$ cat src/rtl/enc_bin2onehot_stream.sv
// Binary index to one-hot / thermometer encoder behind a 2-entry skid buffer.
// Out-of-range indices are flagged per beat and tallied in a saturating counter.
module enc_bin2onehot_stream #(
    parameter int IN_W  = 4,
    parameter int OUT_W = 15,
    parameter int CNT_W = 8
) (
    input  logic             clk,
    input  logic             rst_n,
    input  logic             in_valid,
    output logic             in_ready,
    input  logic [IN_W-1:0]  in,
    input  logic             in_mode,
    output logic             out_valid,
    input  logic             out_ready,
    output logic [OUT_W-1:0] out,
    output logic             out_err,
    input  logic             err_clr,
    output logic [CNT_W-1:0] err_cnt
);

    typedef enum logic [1:0] {
        EMPTY = 2'd0,
        ONE   = 2'd1,
        FULL  = 2'd2
    } state_e;

    state_e           state_q;
    logic [OUT_W-1:0] m_data_q;
    logic [OUT_W-1:0] s_data_q;
    logic             m_err_q;
    logic             s_err_q;
    logic [CNT_W-1:0] cnt_q;
    logic [CNT_W-1:0] cnt_d;
    logic [OUT_W-1:0] enc_d;
    logic             enc_err_d;
    logic             in_fire;
    logic             out_fire;

    // Out-of-range indices fall out naturally: no one-hot bit, all thermo bits.
    always_comb begin
        enc_d = '0;
        for (int i = 0; i < OUT_W; i++) begin
            enc_d[i] = in_mode ? (int'(in) >= i) : (int'(in) == i);
        end
        enc_err_d = int'(in) >= OUT_W;
    end

    assign in_ready  = (state_q != FULL);
    assign out_valid = (state_q != EMPTY);
    assign out       = out_valid ? m_data_q : '0;
    assign out_err   = out_valid & m_err_q;
    assign err_cnt   = cnt_q;

    assign in_fire  = in_valid & in_ready;
    assign out_fire = out_valid & out_ready;

    always_ff @(posedge clk or negedge rst_n) begin
        if (!rst_n) begin
            state_q  <= EMPTY;
            m_data_q <= '0;
            s_data_q <= '0;
            m_err_q  <= 1'b0;
            s_err_q  <= 1'b0;
        end else begin
            unique case (state_q)
                EMPTY: begin
                    if (in_fire) begin
                        m_data_q <= enc_d;
                        m_err_q  <= enc_err_d;
                        state_q  <= ONE;
                    end
                end
                ONE: begin
                    if (in_fire && out_fire) begin
                        m_data_q <= enc_d;
                        m_err_q  <= enc_err_d;
                    end else if (in_fire) begin
                        s_data_q <= enc_d;
                        s_err_q  <= enc_err_d;
                        state_q  <= FULL;
                    end else if (out_fire) begin
                        state_q  <= EMPTY;
                    end
                end
                FULL: begin
                    if (out_fire) begin
                        m_data_q <= s_data_q;
                        m_err_q  <= s_err_q;
                        state_q  <= ONE;
                    end
                end
                default: state_q <= EMPTY;
            endcase
        end
    end

    // A clear coinciding with an erroring acceptance keeps that one error.
    always_comb begin
        cnt_d = cnt_q;
        if (err_clr) begin
            cnt_d = (in_fire && enc_err_d) ? CNT_W'(1) : '0;
        end else if (in_fire && enc_err_d && (cnt_q != '1)) begin
            cnt_d = cnt_q + CNT_W'(1);
        end
    end

    always_ff @(posedge clk or negedge rst_n) begin
        if (!rst_n) begin
            cnt_q <= '0;
        end else begin
            cnt_q <= cnt_d;
        end
    end

endmodule

$ cat config.mk
export PLATFORM = sky130hd
export DESIGN_NAME = enc_bin2onehot_stream
export DESIGN_NICKNAME = d
export VERILOG_FILES = /design/src/rtl/enc_bin2onehot_stream.sv
export SDC_FILE = /design/constraint.sdc
export NUM_CORES = 1
export LEC_CHECK = 0
export BUFFER_PORTS_ARGS = -buffer_cell sky130_fd_sc_hd__buf_2
export CAP_MARGIN = 5
export CORE_MARGIN = 2
export CORE_UTILIZATION = 50
export CTS_CLUSTER_DIAMETER = 150
export CTS_CLUSTER_SIZE = 40
export DETAILED_ROUTE_END_ITERATION = 8
export PLACE_DENSITY = 0.76
export SKIP_CTS_REPAIR_TIMING = 1
export SYNTH_ARGS = -nofsm -noshare
export SYNTH_HDL_FRONTEND = slang
export SYNTH_SLANG_ARGS = --single-unit
export TNS_END_PERCENT = 1
$ cat constraint.sdc
create_clock -name clk -period 1.55 [get_ports clk]
set_clock_uncertainty 0.1 [all_clocks]
set_input_delay 0 -clock clk [delete_from_list [all_inputs] [get_ports clk]]
set_output_delay 0 -clock clk [all_outputs]
set_load 0.02 [all_outputs]
==> results of run 1 <==
==> worst max-delay path by stage <==
stage               start          to  slack [ns]  cells after the start
2_1_floorplan  err_cnt[0]  err_cnt[5]       -0.08                      5
3_3_place_gp   err_cnt[1]  err_cnt[5]       -0.06                      5
3_5_place_dp   err_cnt[1]  err_cnt[5]       -0.08                      5
4_1_cts        err_cnt[1]  err_cnt[5]       -0.11                      5
5_1_grt        err_cnt[0]  err_cnt[5]       -0.14                      5
6_report       err_cnt[1]  err_cnt[7]       -0.09                      6
==> layer usage <==
layer  global-route usage (%)  vias to the layer above  part of all wire, %
li1                         -                      964                    -
met1                     25.4                      923                   46
met2                     36.2                       31                   50
met3                     5.34                       10                  3.3
met4                     8.55                        0                  1.5
met5                        0                        -                    0
==> flip-flops by register name, summed over array words and instances (netlist names) <==
register  flops
err_cnt       8
s_err_q       1
s_data_q     15
state_q       2
m_data_q     15
m_err_q       1
==> worst reg2reg max path: stages, from the launching register on <==
cell and delay [ns]:
dfrtp_2 0.43, ha_4 0.18, nand3_4 0.09, o2111ai_2 0.21, buf_4 0.20, o31ai_1 0.22, a21oi_1 0.09
==> report_power, final <==
part	leakage (nW)	total [mW]	switching, mW	internal [mW]
combinational	0.668	1.14	0.642	0.494
clock	0.0482	0.725	0.365	0.359
sequential	0.533	1.52	0.140	1.38
==> placed cells by master (no fill, tap or decap), types with 3 or more instances in the layout <==
cell,count
a21oi_1,16
a31oi_1,4
buf_2,35
buf_4,22
clkbuf_8,6
dfrtp_1,40
dlygate4sd3_1,4
mux2_1,5
mux2_2,3
mux2i_1,3
nand2_1,35
nand2b_1,3
nand3_1,6
nor2_1,17
nor2b_1,19
nor3_1,4
o211ai_1,3
o21a_1,3
o21ai_0,10
o21ai_1,19
o31ai_1,3
or3_1,3
or4_1,3
==> stage by stage <==
| stage | instances | hold slack, ns | util, % | setup WS, ns |
|---|---|---|---|---|
| after floorplan | 244 | -0.396 | - | -0.0772 |
| after global placement | 340 | -0.0934 | 60.8 | -0.0608 |
| after detailed placement | 340 | -0.0882 | 60.8 | -0.0811 |
| after CTS | 348 | -0.413 | 62.9 | -0.112 |
| after global routing | 353 | 0.0563 | 64.8 | -0.140 |
| final | 353 | 0.0358 | 64.8 | -0.0872 |
==> area by class of cell <==
class / count / share of cell area (%)
clock inverter: 1 / 0.180
sequential: 42 / 37.8
tap: 52 / 2.34
inverter: 3 / 0.404
multi-input combinational: 183 / 40.1
timing repair buffer: 65 / 16.0
clock buffer: 7 / 3.10
==> kinds of logic after synthesis <==
kind of cell	count (synthesis)
AO/OA/AOI/OAI	66
buffers and inverters	20
multiplexers	13
AND/OR/NAND/NOR	102
flip-flops	42
adder cells (fa/ha/maj)	1
==> impl_metrics.json, run 1 <==
{
  "power_density_nw_per_um2": 1220,
  "synth.largest_area_cell": "dfrtp_1",
  "fmaxAchievable_ghz": 0.611,
  "required_ns": 1.63,
  "via_per_inst": 5.46,
  "hold-path-cell-count": 3,
  "fillers": 369,
  "grt_pass1_vias": 1855,
  "r2r-start": "err_cnt[1]",
  "pin_count": 36,
  "period_needed_ns": 1.64,
  "synth_xor_area_share_pct": 0,
  "drive_above_1_share_pct": 27.9,
  "maxCapViolCount": 0,
  "synth_ff_type": "dfrtp_1",
  "min_path_type": "in2reg",
  "die_h_um": 70.3,
  "crit_path_start_kind": "flip-flop",
  "n_antenna_cell": 0,
  "crit_buf_inv": 1,
  "path_cells": "ha_4 > nand3_4 > o2111ai_2 > buf_4 > o31ai_1 > a21oi_1",
  "yosysSeqAreaShare_pct": 47.8,
  "yosys-top-cells-count": "42 x dfrtp_1, 35 x nand2_1, 20 x nor2b_1, 20 x o21ai_1, 17 x nor2_1",
  "tightest_slew_ns": 0.528,
  "cts-root-buf": "clkbuf_8",
  "ctsHtreeMaxLevel": 2,
  "synth_edf_count": 0,
  "synth_warnings": 0,
  "r2r-end": "err_cnt[7]",
  "drc": 0,
  "rsz0062_at_grt": "yes",
  "timing_worst_setup_path_type": "reg2reg",
  "drt_first_pass_iters": 4,
  "coreArea_um2": 4290,
  "setup_ws_ns": -0.0872,
  "grt_max_degree": 23,
  "netlist_top_cells_area": "dfrtp_1 48%, nand2_1 6.0%, nor2b_1 5.7%",
  "hold_viol_final": 0,
  "reg2reg_depth": 6,
  "gp_congestion": 0.834,
  "clkSlewWorstSetupHoldPaths_ns": 0.08,
  "clockBufferDepth": 2,
  "port_buffers": 35,
  "ys_types": 39,
  "setup_violations": 12,
  "start_util_pct": 51.2,
  "finalInstanceArea_um2": 2780,
  "synthArstFlopShare_pct": 100,
  "synth_compound_area_share_pct": 17.9,
  "ant_nets": 0,
  "ir_drop_mv": 0.759,
  "dp_hpwl_mm": 3.26,
  "place_area_um2": 2610,
  "hold_path.startpoint": "in_valid",
  "grt_use_total_pct": 21.2,
  "failed_checks": "setup timing",
  "fin_crit_sh_pct": 106,
  "grt_overflow_total": 0,
  "clock_latency_ns": 0.30,
  "register_area_um2": 1050,
  "slew_headroom_pct": 64.8,
  "multi_input_area_um2": 1120,
  "wl_per_cell_um": 14.1,
  "die_w_um": 70.3,
  "synth-simple-area-share_pct": 23.3,
  "wirelength_mm": 4.96,
  "nNetsFinal": 311,
  "cp.arrival_ns": 1.72,
  "via_count": 1928,
  "reg2reg_slack_ns": -0.09,
  "yosysMostFrequentCell": "dfrtp_1",
  "cts_tree": "done",
  "path_delay_family": "compound AO/OA/AOI/OAI gates",
  "die-area_um2": 4950,
  "antenna_found_initial": 0,
  "synthAdderAreaFrac_pct": 0.569,
  "fin_tns_setup_ns": -0.523,
  "slowest_delay_ns": 0.43,
  "cts.sinks": 42,
  "muxShareOfSynthArea_pct": 6.48,
  "synth_seq_cells": 42,
  "postSynthCellCount": 244,
  "synth_top_area_share_pct": 47.8,
  "synth_top_family_by_area": "simple AND/OR/NAND/NOR gates",
  "status": "finished with violations",
  "syn_area_per_cell_um2": 9.01,
  "cts-buffers-inserted": 5,
  "synthesis.nets": 255,
  "crit_path_top_delay_cell": "dfrtp_2",
  "grt_pass1_wl_mm": 8.33,
  "area_growth_pct": 26.6,
  "syn_area_um2": 2200,
  "p_leak_nw": 1.25,
  "rows": 24,
  "p_total_mw": 3.38,
  "drt_iter0_markers": 129,
  "cp_max_fo": 5,
  "hold_path_end": "state_q[0]",
  "report.final.slew_viol_count": 0,
  "end_kind": "flip-flop"
}
Power figures use the tool's default switching activity.
==> run 2: changes to the inputs <==
--- a/config.mk
+++ b/config.mk
@@ -6,13 +6,14 @@
 export NUM_CORES = 1
 export LEC_CHECK = 0
 export BUFFER_PORTS_ARGS = -buffer_cell sky130_fd_sc_hd__buf_2
-export CAP_MARGIN = 5
+export CAP_MARGIN = 15
 export CORE_MARGIN = 2
-export CORE_UTILIZATION = 50
+export CORE_UTILIZATION = 52
+export CTS_BUF_LIST = sky130_fd_sc_hd__clkbuf_4 sky130_fd_sc_hd__clkbuf_8
 export CTS_CLUSTER_DIAMETER = 150
 export CTS_CLUSTER_SIZE = 40
 export DETAILED_ROUTE_END_ITERATION = 8
-export PLACE_DENSITY = 0.76
+export PLACE_DENSITY = 0.78
 export SKIP_CTS_REPAIR_TIMING = 1
 export SYNTH_ARGS = -nofsm -noshare
 export SYNTH_HDL_FRONTEND = slang
==> run 2 against run 1 <==
- the run still ends with setup timing left
- die area down 3.6%
- worst hold slack got worse by 0.0086 ns
- core utilization grew 5.6 points
- via count up 2.3%
- setup slack got worse by 0.030 ns
- largest power group unchanged
==> impl_metrics.json, run 2 (same netlist as run 1, synthesis figures left out) <==
{
  "drt_iter0_markers": 118,
  "cts-root-buf": "clkbuf_8",
  "required_ns": 1.68,
  "fin_crit_sh_pct": 108,
  "cts.sinks": 42,
  "drive_above_1_share_pct": 30.4,
  "path_cells": "ha_4 > nand3_4 > o2111ai_4 > or4_4 > a21oi_2",
  "cts-buffers-inserted": 5,
  "grt_pass1_wl_mm": 8.12,
  "cp.arrival_ns": 1.80,
  "layout_common_cells": "40 x dfrtp_1, 35 x nand2_1, 35 x buf_2",
  "wl_per_cell_um": 13.7,
  "maxCapViolCount": 0,
  "pin_count": 36,
  "grt_max_degree": 24,
  "met3_length_um": 218,
  "port_buffers": 35,
  "slew_headroom_pct": 67.7,
  "end_kind": "flip-flop",
  "r2r-end": "err_cnt[5]",
  "clkSlewWorstSetupHoldPaths_ns": 0.08,
  "ctsHtreeMaxLevel": 2,
  "grt_overflow_total": 0,
  "wirelength_mm": 4.89,
  "clock_latency_ns": 0.30,
  "coreArea_um2": 4030,
  "pre_cts_slack_ns": -0.132,
  "reg2reg_depth": 5,
  "hold_viol_final": 0,
  "tightest_slew_ns": 0.484,
  "n_antenna_cell": 0,
  "register_area_um2": 1050,
  "ant_nets": 0,
  "r2r-start": "err_cnt[1]",
  "top_layer": "met4",
  "clockBufferDepth": 2,
  "via_per_inst": 5.54,
  "period_needed_ns": 1.67,
  "dr_wl_met2_mm": 2.36,
  "wl_met1_mm": 2.23,
  "p_total_mw": 3.55,
  "cts_tree": "done",
  "hold_path.startpoint": "in_valid",
  "grt_use_total_pct": 21.0,
  "crit_path_start_kind": "flip-flop",
  "power_density_nw_per_um2": 1250,
  "fin_tns_setup_ns": -0.673,
  "via_count": 1972,
  "area_growth_pct": 29.0,
  "drt_first_pass_iters": 5,
  "fillers": 325,
  "die_h_um": 69.0,
  "final_common_cell": "dfrtp_1",
  "crit_path_top_delay_cell": "or4_4",
  "fmaxAchievable_ghz": 0.600,
  "grt_pass1_vias": 1770,
  "die_w_um": 69.0,
  "rows": 23,
  "antenna_found_initial": 0,
  "start_util_pct": 54.6,
  "multi_input_area_um2": 1110,
  "die-area_um2": 4770,
  "hold-path-cell-count": 3,
  "drc": 0,
  "cp_max_fo": 7,
  "slowest_delay_ns": 0.52,
  "setup_ws_ns": -0.117,
  "ir_drop_mv": 0.911,
  "setup_violations": 14,
  "hold_path_end": "state_q[0]",
  "rsz0062_at_grt": "yes",
  "report.final.slew_viol_count": 0,
  "gp_congestion": 0.835,
  "nNetsFinal": 316,
  "failed_checks": "setup timing",
  "timing_worst_setup_path_type": "reg2reg",
  "status": "finished with violations",
  "reg2reg_slack_ns": -0.12,
  "dp_hpwl_mm": 3.44,
  "p_leak_nw": 1.28,
  "min_path_type": "in2reg"
}
run 2: changes by cell type in the layout (fill, tap and decap cells not counted), moves of 2 or more:
| cell | change |
|---|---|
| buf_4 | +4 |
| mux2_4 | -2 |
| buf_6 | +4 |
| clkbuf_4 | +2 |
run 2: power breakdown:
group / internal [mW] / leakage (nW) / switching, mW
clock network: 0.517 / 0.0593 / 0.367
logic: 0.490 / 0.690 / 0.647
registers: 1.38 / 0.533 / 0.141
total: 2.39 / 1.28 / 1.16
run 2: worst max-delay path by stage:
stage / start / end / slack [ns] / depth (start not counted)
2_1_floorplan: err_cnt[0] / err_cnt[5] / -0.08 / 5
3_3_place_gp: err_cnt[1] / err_cnt[5] / -0.08 / 5
3_5_place_dp: err_cnt[1] / err_cnt[5] / -0.13 / 5
4_1_cts: err_cnt[1] / err_cnt[5] / -0.15 / 5
5_1_grt: err_cnt[1] / err_cnt[5] / -0.19 / 5
6_report: err_cnt[1] / err_cnt[5] / -0.12 / 5
run 2: critical path: cells and delay by family (launching register included):
kind / cells / cell delay [ns]
adders and majority gates: 1 / 0.18
DFF: 1 / 0.43
and+or+nand+nor: 2 / 0.59
AOI/OAI and AO/OA: 2 / 0.30
run 2: routing by layer:
| metal | global-route usage [%] | vias up |
|---|---|---|
| met5 | 0 | - |
| met4 | 6.97 | 0 |
| met3 | 5.26 | 7 |
| met2 | 33.2 | 52 |
| met1 | 28.3 | 934 |
| li1 | - | 979 |
run 2: final cells by class:
class	instances	share of cell area [%]
Clock buffer	7	2.96
Tap cell	50	2.21
Inverter	3	0.397
Clock inverter	1	1.06
Timing Repair Buffer	71	17.2
Multi-Input combinational cell	182	39.1
Sequential cell	42	37.1
run 2: stage by stage:
stage	utilization [%]	std cells	cell area [um^2]	hold WS, ns
2_1_floorplan	-	244	2220	-0.396
3_3_place_gp	65.1	342	2620	-0.118
3_5_place_dp	65.1	342	2620	-0.114
4_1_cts	68.0	350	2740	-0.435
5_1_grt	70.4	356	2840	0.0358
6_report	70.4	356	2840	0.0272
==> run 3: changes to the inputs <==
--- a/config.mk
+++ b/config.mk
@@ -8,12 +8,12 @@
 export BUFFER_PORTS_ARGS = -buffer_cell sky130_fd_sc_hd__buf_2
 export CAP_MARGIN = 15
 export CORE_MARGIN = 2
-export CORE_UTILIZATION = 52
-export CTS_BUF_LIST = sky130_fd_sc_hd__clkbuf_4 sky130_fd_sc_hd__clkbuf_8
+export CORE_UTILIZATION = 50
+export CTS_BUF_LIST = sky130_fd_sc_hd__clkbuf_16
 export CTS_CLUSTER_DIAMETER = 150
 export CTS_CLUSTER_SIZE = 40
 export DETAILED_ROUTE_END_ITERATION = 8
-export PLACE_DENSITY = 0.78
+export PLACE_DENSITY = 0.76
 export SKIP_CTS_REPAIR_TIMING = 1
 export SYNTH_ARGS = -nofsm -noshare
 export SYNTH_HDL_FRONTEND = slang
==> run 3 against run 2 <==
- the run ends with hold timing, setup timing left
- largest power group unchanged
- flip-flop and latch count unchanged
- non-clock buffer count is 7 lower
- worst hold slack lost 0.050 ns
- clock power grew 9.5%
- highest routed layer unchanged
- die area up 3.8%
- critical endpoint unchanged
==> impl_metrics.json, run 3 (same netlist as run 1, synthesis figures left out) <==
{
  "status": "finished with violations",
  "failed_checks": "hold timing, setup timing",
  "drt_iter0_markers": 124,
  "rows": 24,
  "gp_congestion": 0.834,
  "report.final.slew_viol_count": 0,
  "setup_violations": 11,
  "port_buffers": 35,
  "grt_pass1_wl_mm": 8.21,
  "ctsHtreeMaxLevel": 2,
  "n_antenna_cell": 0,
  "p_leak_nw": 1.27,
  "fmaxAchievable_ghz": 0.608,
  "rsz0062_at_grt": "yes",
  "clockBufferDepth": 2,
  "drt_first_pass_iters": 4,
  "tightest_slew_ns": 0.529,
  "die-area_um2": 4950,
  "antenna_found_initial": 0,
  "grt_use_total_pct": 20.8,
  "nNetsFinal": 310,
  "grt_overflow_total": 0,
  "ant_nets": 0,
  "r2r-end": "err_cnt[5]",
  "drive_above_1_share_pct": 27.7,
  "drc": 0,
  "ir_drop_mv": 0.859,
  "cts.sinks": 42,
  "r2r-start": "err_cnt[1]",
  "layout.cells.non_filler": 352,
  "period_needed_ns": 1.65,
  "grt_max_degree": 23,
  "crit_path_start_kind": "flip-flop",
  "area_growth_pct": 28.2,
  "cts_tree": "done",
  "power_density_nw_per_um2": 1290,
  "required_ns": 1.65,
  "fin_tns_setup_ns": -0.348,
  "die_w_um": 70.3,
  "hold-path-cell-count": 3,
  "hold_viol_final": 1,
  "end_kind": "flip-flop",
  "placedCellCount": 340,
  "cts-root-buf": "clkbuf_16",
  "hold_path.startpoint": "in_valid",
  "cp.arrival_ns": 1.75,
  "die_h_um": 70.3,
  "setup_ws_ns": -0.0960,
  "hold_path_end": "err_cnt[0]",
  "wirelength_mm": 4.85,
  "cts-buffers-inserted": 5,
  "reg2reg_slack_ns": -0.1,
  "reg2reg_depth": 5,
  "start_util_pct": 51.2,
  "wl_per_cell_um": 13.8,
  "post-route-util_pct": 65.7,
  "timing_worst_setup_path_type": "reg2reg",
  "clkSlewWorstSetupHoldPaths_ns": 0.06,
  "min_path_type": "in2reg",
  "p_total_mw": 3.63,
  "dp_hpwl_mm": 3.26,
  "final_common_cell": "dfrtp_1",
  "slew_headroom_pct": 64.7,
  "maxCapViolCount": 0,
  "grt_pass1_vias": 1845,
  "coreArea_um2": 4290,
  "fin_crit_sh_pct": 106,
  "clock_latency_ns": 0.28,
  "cp_max_fo": 5,
  "via_count": 1950,
  "via_per_inst": 5.54,
  "pin_count": 36,
  "hold_slack_ns": -0.0225,
  "layout_common_cells": "40 x dfrtp_1, 35 x nand2_1, 35 x buf_2"
}
==> run 3: area by class of cell <==
| class | instances | area (um^2) |
|---|---|---|
| clock buffer | 5 | 125 |
| clock inverter | 3 | 12.5 |
| fill | 361 | 1470 |
| inverter | 3 | 11.3 |
| multi-input combinational | 183 | 1120 |
| sequential | 42 | 1050 |
| tap | 52 | 65.1 |
| timing repair buffer | 64 | 437 |
==> run 3: worst max path at each step <==
stage / from / to / slack (ns) / depth (start not counted)
detailed placement: err_cnt[1] / err_cnt[5] / -0.08 / 5
CTS: err_cnt[1] / err_cnt[5] / -0.11 / 5
global placement: err_cnt[1] / err_cnt[5] / -0.06 / 5
finish: err_cnt[1] / err_cnt[5] / -0.1 / 5
global route: err_cnt[0] / err_cnt[3] / -0.14 / 5
floorplan: err_cnt[0] / err_cnt[5] / -0.08 / 5
==> run 3: critical path, stage by stage (launching register included) <==
cell	delay, ns
dfrtp_2	0.42
ha_4	0.17
nand3_4	0.08
o2111ai_4	0.15
or4_1	0.49
a21oi_1	0.14
==> run 3: layer usage <==
metal  global-route usage, %  vias to the layer above  share of wire, %
met5                       0                        -                 0
met4                    7.91                        0               1.8
met3                    3.75                       10               3.4
met2                    36.4                       31                50
met1                    25.4                      942                45
li1                        -                      967                 -
==> run 3: where the power goes <==
group	total [mW]	switching (mW)	leakage, nW	internal (mW)
Combinational	1.13	0.642	0.663	0.492
Sequential	1.53	0.140	0.533	1.39
Clock	0.968	0.386	0.0724	0.581
==> run 3: per-stage QoR <==
step           cell area (um^2)  hold slack, ns  worst slack (ns)
3_3_place_gp               2610         -0.0934           -0.0608
4_1_cts                    2750          -0.387            -0.107
6_report                   2820         -0.0225           -0.0960
5_1_grt                    2820          0.0162            -0.138
3_5_place_dp               2610         -0.0882           -0.0811
2_1_floorplan              2220          -0.396           -0.0772
